### src/rtl/uart_rx_core.sv
// UART receiver core: 2-flop synchronizer, runtime-prescaled oversampling with
// 3-sample majority vote, optional even/odd parity, one stop bit. Good words are
// delivered as a one-cycle data_valid pulse; framing and parity faults as error pulses.
module uart_rx_core #(
   parameter int unsigned datawidth  = 8,
   parameter int unsigned prescale_w = 6
) (
   input  logic                  clk,
   input  logic                  rst,
   input  logic                  rx_in,
   input  logic [prescale_w-1:0] prescale,
   input  logic                  par_en,
   input  logic                  par_typ,
   output logic [datawidth-1:0]  p_data,
   output logic                  data_valid,
   output logic                  par_err,
   output logic                  stop_err
);

   localparam int unsigned BitW = (datawidth > 1) ? $clog2(datawidth) : 1;

   typedef enum logic [2:0] {StIdle, StStart, StData, StParity, StStop} state_e;

   state_e                state_q, state_d;
   logic [1:0]            sync_q;
   logic [prescale_w-1:0] edge_q, edge_d;
   logic [BitW-1:0]       bit_q, bit_d;
   logic [2:0]            samp_q, samp_d;
   logic [datawidth-1:0]  shift_q, shift_d;
   logic [prescale_w-1:0] pscale_q, pscale_d;
   logic                  par_en_q, par_en_d;
   logic                  par_typ_q, par_typ_d;
   logic                  par_mis_q, par_mis_d;
   logic [datawidth-1:0]  p_data_q, p_data_d;
   logic                  dv_q, dv_d;
   logic                  pe_q, pe_d;
   logic                  se_q, se_d;

   logic                  rx_s;
   logic [prescale_w-1:0] half;
   logic                  last_edge;
   logic                  vote;

   assign rx_s      = sync_q[1];
   assign half      = pscale_q >> 1;
   assign last_edge = (edge_q == pscale_q - prescale_w'(1));
   assign vote      = (samp_q[0] & samp_q[1]) | (samp_q[0] & samp_q[2]) |
                      (samp_q[1] & samp_q[2]);

   // State, counters, sample/shift datapath and registered output pulses
   always_ff @(posedge clk or posedge rst) begin
      if (rst) begin
         sync_q    <= 2'b11;
         state_q   <= StIdle;
         edge_q    <= '0;
         bit_q     <= '0;
         samp_q    <= '0;
         shift_q   <= '0;
         pscale_q  <= '0;
         par_en_q  <= 1'b0;
         par_typ_q <= 1'b0;
         par_mis_q <= 1'b0;
         p_data_q  <= '0;
         dv_q      <= 1'b0;
         pe_q      <= 1'b0;
         se_q      <= 1'b0;
      end else begin
         sync_q    <= {sync_q[0], rx_in};
         state_q   <= state_d;
         edge_q    <= edge_d;
         bit_q     <= bit_d;
         samp_q    <= samp_d;
         shift_q   <= shift_d;
         pscale_q  <= pscale_d;
         par_en_q  <= par_en_d;
         par_typ_q <= par_typ_d;
         par_mis_q <= par_mis_d;
         p_data_q  <= p_data_d;
         dv_q      <= dv_d;
         pe_q      <= pe_d;
         se_q      <= se_d;
      end
   end

   // Next-state logic: bit timing, majority sampling, frame decode and pulse generation
   always_comb begin
      state_d   = state_q;
      edge_d    = edge_q;
      bit_d     = bit_q;
      samp_d    = samp_q;
      shift_d   = shift_q;
      pscale_d  = pscale_q;
      par_en_d  = par_en_q;
      par_typ_d = par_typ_q;
      par_mis_d = par_mis_q;
      p_data_d  = p_data_q;
      dv_d      = 1'b0;
      pe_d      = 1'b0;
      se_d      = 1'b0;

      if (state_q != StIdle) begin
         edge_d = last_edge ? '0 : edge_q + prescale_w'(1);
         if (edge_q == half - prescale_w'(1)) samp_d[0] = rx_s;
         if (edge_q == half)                  samp_d[1] = rx_s;
         if (edge_q == half + prescale_w'(1)) samp_d[2] = rx_s;
      end

      case (state_q)
         StIdle: begin
            edge_d = '0;
            if (!rx_s) begin
               // This cycle is edge 0 of the start bit
               state_d   = StStart;
               edge_d    = prescale_w'(1);
               bit_d     = '0;
               par_mis_d = 1'b0;
               pscale_d  = prescale;
               par_en_d  = par_en;
               par_typ_d = par_typ;
            end
         end
         StStart: begin
            if (last_edge) state_d = vote ? StIdle : StData;
         end
         StData: begin
            if (last_edge) begin
               shift_d = {vote, shift_q[datawidth-1:1]};
               bit_d   = bit_q + BitW'(1);
               if (bit_q == BitW'(datawidth - 1)) begin
                  bit_d   = '0;
                  state_d = par_en_q ? StParity : StStop;
               end
            end
         end
         StParity: begin
            if (last_edge) begin
               par_mis_d = vote ^ (^shift_q) ^ par_typ_q;
               state_d   = StStop;
            end
         end
         StStop: begin
            if (last_edge) begin
               state_d = StIdle;
               if (vote && !par_mis_q) begin
                  p_data_d = shift_q;
                  dv_d     = 1'b1;
               end
               pe_d = par_mis_q;
               se_d = ~vote;
            end
         end
         default: state_d = StIdle;
      endcase
   end

   assign p_data     = p_data_q;
   assign data_valid = dv_q;
   assign par_err    = pe_q;
   assign stop_err   = se_q;

endmodule

### config.mk
export PLATFORM = sky130hd
export DESIGN_NAME = uart_rx_core
export DESIGN_NICKNAME = d
export VERILOG_FILES = /design/src/rtl/uart_rx_core.sv
export SDC_FILE = /design/constraint.sdc
export NUM_CORES = 1
export LEC_CHECK = 0
export ABC_AREA = 0
export CORE_MARGIN = 2
export CORE_UTILIZATION = 60
export CTS_CLUSTER_DIAMETER = 120
export CTS_CLUSTER_SIZE = 25
export DETAILED_ROUTE_END_ITERATION = 10
export PLACE_DENSITY = 0.82
export SETUP_SLACK_MARGIN = 0.15
export SLEW_MARGIN = 20
export SYNTH_ARGS = -nofsm -noshare
export SYNTH_HDL_FRONTEND = slang
export SYNTH_SLANG_ARGS = --single-unit
### constraint.sdc
create_clock -name clk -period 4.95 [get_ports clk]
set_input_delay 0.99 -clock clk [delete_from_list [all_inputs] [get_ports clk]]
set_output_delay 0.99 -clock clk [all_outputs]
set_load 0.1 [all_outputs]
== Word level (Yosys, flattened, before mapping) ==
Cells that the tools add are included.
Word-level totals
  input bits: 11
  output and inout bits: 11
  flip-flop bits (word level): 45
Operators by class
  multiplexer cells: 27
  bitwise operators: 9
  reductions and logical operators: 17
  equality and inequality tests: 15
  add/subtract/negate cells: 5
Operators by type and width (count)
  $mux 3: 10
  $eq 6x6->1: 3
  $mux 6: 3
  $pmux 3 s5: 1
  $ne 2x2->1 const B: 6
  $mux 1: 10
  $reduce_and 2->1: 5
  $reduce_and 3->1: 3
  $reduce_xor 8->1: 1
  $add 5x1->6 const B: 1
  $add 6x1->6 const B: 1
  $eq 3x2->1 const B: 2
  $eq 3x3->1 const B: 2
  $eq 6x5->1: 1
  $pmux 3 s2: 1
  $reduce_and 6->1: 1
  $reduce_bool 2->1: 3
  $sub 5x1->6 const B: 1
  $sub 6x1->6 const B: 1
  $add 3x1->3 const B: 1
  $and 1x1->1: 3
  $eq 3x1->1 const B: 1
  $logic_not 3->1: 1
  $reduce_bool 3->1: 1
  other kinds (7): 10

== Depth between registers and ports, before layout ==
  depth in word-level cells: 7
  depth in mapped cells: 9
  depth with buffers taken out: 7

== Worst setup path before layout ==
OpenSTA, ideal clock, no wires.
  path type: reg-to-reg
  from: register pscale_q[2]
  to: register shift_q[0]
  setup time: 125 ps
  cell stages (with the launch flop): 10
  required time: 4825 ps
  clock period less this slack: 2514 ps
  buffers on the path: 2
  slack: 2436 ps
  data arrival time: 2389 ps
  cells stage by stage: dfrtp_1 > clkbuf_1 > inv_1 > ha_1 > nor3b_2 > and3_1 > o221ai_2 > or4_4 > buf_6 > mux2_4
Between the ends
  word-level cells in the longest chain between the ends: 3
Ends and longest elaborated chain
  from (decl): line 30  | logic [prescale_w-1:0] pscale_q, pscale_d;
  from (signal assigned): line 74  | pscale_q <= pscale_d;
  $sub 6x1->6: line 46  | assign last_edge = (edge_q == pscale_q - prescale_w'(1));
  $eq 6x6->1: line 46
  $reduce_and 2->1 (no source line)
  to (signal assigned): line 73  | shift_q <= shift_d;
  to (decl): line 29  | logic [datawidth-1:0] shift_q, shift_d;
No other way between the ends.
A chain may end at the register's enable or synchronous reset.

== Worst setup path in the final report ==
  from: register p_data_q[3] (netlist: p_data[3])
  to: output p_data[3]
RTL lines
  from (decl): line 34  | logic [datawidth-1:0] p_data_q, p_data_d;
  from (signal assigned): line 78  | p_data_q <= p_data_d;
  to (decl): line 14  | output logic [datawidth-1:0] p_data,
No word-level cell between the ends.

==> summary.md <==
| Metric | Value |
|---|---|
| Status | `complete, no violations` |
| First-pass GRT wire length | `roughly 7.7 mm` |
| Leak pwr | `0.00125 µW` |
| Critical R2R Capture | `shift_q[5]` |
| Shortest period the worst path allows | `roughly 2.8 ns` |
| Initial core utilization | `approximately 60%` |
| Bufs and invs on worst path | `1` |
| R2R depth | `7` |
| # IOs | `22` |
| F_max | `0.357 GHz` |
| Avg Inst Size Synth | `roughly 11 µm²` |
| Final hold viol count | `0` |
| Nets | `261` |
| Sequential area share after synthesis | `a little under half` |
| Crit-path max FO | `2` |
| Hold Path Depth | `0` |
| Design Area, Final | `approximately 0.0027 mm²` |
| Setup-failing EPs final | `0` |
| Hold path start | `sync_q[0]` |
| HPWL after DPL | `3.17 mm` |
| Worst-path cell chain | `clkdlybuf4s50_1` |
| Largest stage delay on the critical path | `around 1.1 ns` |
| Cell row count | `23` |
| Distinct cells, synth | `49` |
| Area after DPL | `0.00265 mm²` |
| Initial antenna violation count | `0` |
| Layout area overhead | `12.8%` |
| Post-synth top cells | `43 x dfrtp_1, 28 x nand2_1, 17 x xnor2_1` |
| Die area | `around 0.0046 mm²` |
| GRT overflow | `0` |
| Diodes inserted | `0` |
| Top cells by area, synth | `dfrtp_1 44%, xnor2_1 6.1%, mux2_2 5.6%` |
| Vias in the first global route | `approximately 1700` |
| Largest family of logic cells by synthesized area | `simple AND/OR/NAND/NOR gates` |
| Pwr Density | `between 400 and 500 mW/mm²` |
| Total Power | `1360 µW` |
| R2R Path Start | `pscale_q[2]` |
| Die X | `slightly below 70 µm` |
| Clk root buf | `clkbuf_8` |
| DR vias/cell | `between 5 and 6` |
| Maximum capacitance violations | `0` |
| CP required | `3.96 ns` |
| DRT iter0 DRCs | `roughly 90` |
| Worst Hold End | `sync_q[1]` |
| Largest net degree at the start of global routing | `between 40 and 50` |
| Gp weighted congestion | `between 0.9 and 1` |
| Multiplexer area fraction after synthesis | `11.2%` |
| Resized cells post-CTS | `0` |
| CP arrival | `around 1.8 ns` |
| Post-CTS Setup Bufs | `0` |
| Post-Place Worst Slack | `between 2 and 2.5 ns` |
| Per-cell routed wire length | `between 15 and 20 µm` |
| Chip Height | `approximately 68 µm` |
| Layout cells sized above 1 | `~14%` |
| Fillcell total | `313` |
| Clock Latency Late Sink | `0.30 ns` |
| Hold WC Path Type | `reg -> reg` |
| Clk sinks | `between 40 and 50` |
| I/O Buffers | `21` |
| CTS clk-pin slew, worst paths | `0.08 ns` |
| Post-Synth Simple-Gate Area | `between 10% and 20%` |
| ANT nets after route | `0` |
| Drt first pass iters | `4` |
| Post-Synthesis Cells | `about 220` |
| Post-route DRC | `0` |
| Final WS setup | `roughly 2.1 ns` |
| Sum of negative setup slack | `0 ns` |
| Worst slew pin tran | `0.972 ns` |
| Count leader, synth | `dfrtp_1` |
| Mapped Nets | `242` |
| Period utilisation layout | `between 50% and 60%` |
| RSZ-0062 raised after global routing | `no` |
| GRT Util Overall | `between 20% and 30%` |
| Post-synth EDFFs | `0` |
| Post-synth top area cell | `dfrtp_1` |
| Cell area after synthesis | `around 0.0024 mm²` |
| Yosys warnings | `0` |
| Clk_skew | `0.0111 ns` |
| Number of buffers created by CTS | `5` |
| Largest delay share family, worst path | `buffers and inverters` |
| Post-Synth XOR/XNOR Area | `between 10% and 20%` |
| Clk buf depth | `2` |
| CTS tree | `done` |
| Synth Register Bits | `45` |
| VDD IR max | `~0.00028 V` |
| Async S/R FF share, synth | `100%` |
| Final Max Tran Viols | `0` |
| Vias | `approximately 1700` |
| Fraction of the mapped netlist area in adder cells | `between 4 and 5%` |
| Worst hold slack | `roughly 0.36 ns` |
| Crit end category | `output pin` |
| CTS Hold Bufs | `0` |
| Top FF cell, synth | `dfrtp_1` |
| Synth Area in Compound Gates | `~6.5%` |
| Startpoint Class | `flop` |
| Relative slew slack | `between 30% and 40%` |
| Share of the synthesized area in the top cell type | `between 40% and 50%` |
| R2r setup slk | `around 2.2 ns` |
| Crit Path Class | `reg -> out` |
| CORE AREA | `0.00394 mm²` |
| H-tree level count | `2` |
| Post-Route WL | `4.47 mm` |
| Slowest CP cell | `clkdlybuf4s50_1` |
cell families (layout without fill, tap and decap cells):
kind of cell | count (synthesis) | in the layout
AO/OA/AOI/OAI | 22 | 22
buffers and inverters | 19 | 38
adder cells (fa/ha/maj) | 8 | 8
flip-flops | 45 | 45
XOR/XNOR | 29 | 29
multiplexers | 22 | 22
AND/OR/NAND/NOR | 79 | 79
where the power goes:
part	internal [µW]	total (µW)	switching (µW)	leakage, µW
Sequential	445	569	124	0.000591
Clock	111	226	115	0.0000443
Combinational	262	566	304	0.000615
worst max-delay path by stage:
| stage | start | to | slack, ns | depth (start not counted) |
|---|---|---|---|---|
| 6_report | p_data[3] | p_data[3] | 2.15 | 1 |
| 5_1_grt | pscale_q[2] | p_data[3] | 2.10 | 7 |
| 4_1_cts | p_data[3] | p_data[3] | 2.15 | 1 |
| 3_5_place_dp | pscale_q[2] | shift_q[2] | 2.30 | 7 |
| 3_3_place_gp | pscale_q[2] | shift_q[3] | 2.43 | 7 |
| 2_1_floorplan | pscale_q[2] | shift_q[0] | 2.44 | 9 |
area by class of cell:
cell class	instances	area (µm²)	area share (%)
clock buffers	7	86.3	3.16
inverters	9	33.8	1.24
multi-input cells	160	1200	44.0
flip-flops and latches	45	1130	41.3
well taps	50	62.6	2.29
repair buffers	22	218	7.97
routing by layer:
layer	vias to the layer above	track usage (%)	wire, µm
li1	817	-	-
met1	819	30.6	2150
met2	26	38.4	2120
met3	6	4.50	143
met4	0	6.89	61
met5	-	0	0
layout by cell type (no fill, tap or decap), types with 7 or more instances in the layout:
cell              n
clkdlybuf4s50_1  21
dfrtp_1          43
ha_1              7
inv_1             8
mux2_2           12
mux2_4            7
nand2_1          28
nand3_1           7
nor2_1            9
nor3_1           11
xnor2_1          17
xor2_1           11
sequential cells by signal, indices dropped and copies added, names as in the netlist:
| register | count |
|---|---|
| pscale_q | 6 |
| bit_q | 3 |
| shift_q | 8 |
| state_q | 3 |
| data_valid | 1 |
| par_typ_q | 1 |
| stop_err | 1 |
| samp_q | 3 |
| p_data | 8 |
| edge_q | 6 |
| par_mis_q | 1 |
| par_en_q | 1 |
| sync_q | 2 |
| par_err | 1 |
stage by stage:
| stage | std cells | utilization [%] |
|---|---|---|
| 2_1_floorplan | 224 | - |
| 3_3_place_gp | 286 | 67.1 |
| 3_5_place_dp | 286 | 67.1 |
| 4_1_cts | 293 | 69.3 |
| 5_1_grt | 293 | 69.3 |
| 6_report | 293 | 69.3 |
Note: power is estimated with default switching activity, not from simulation.
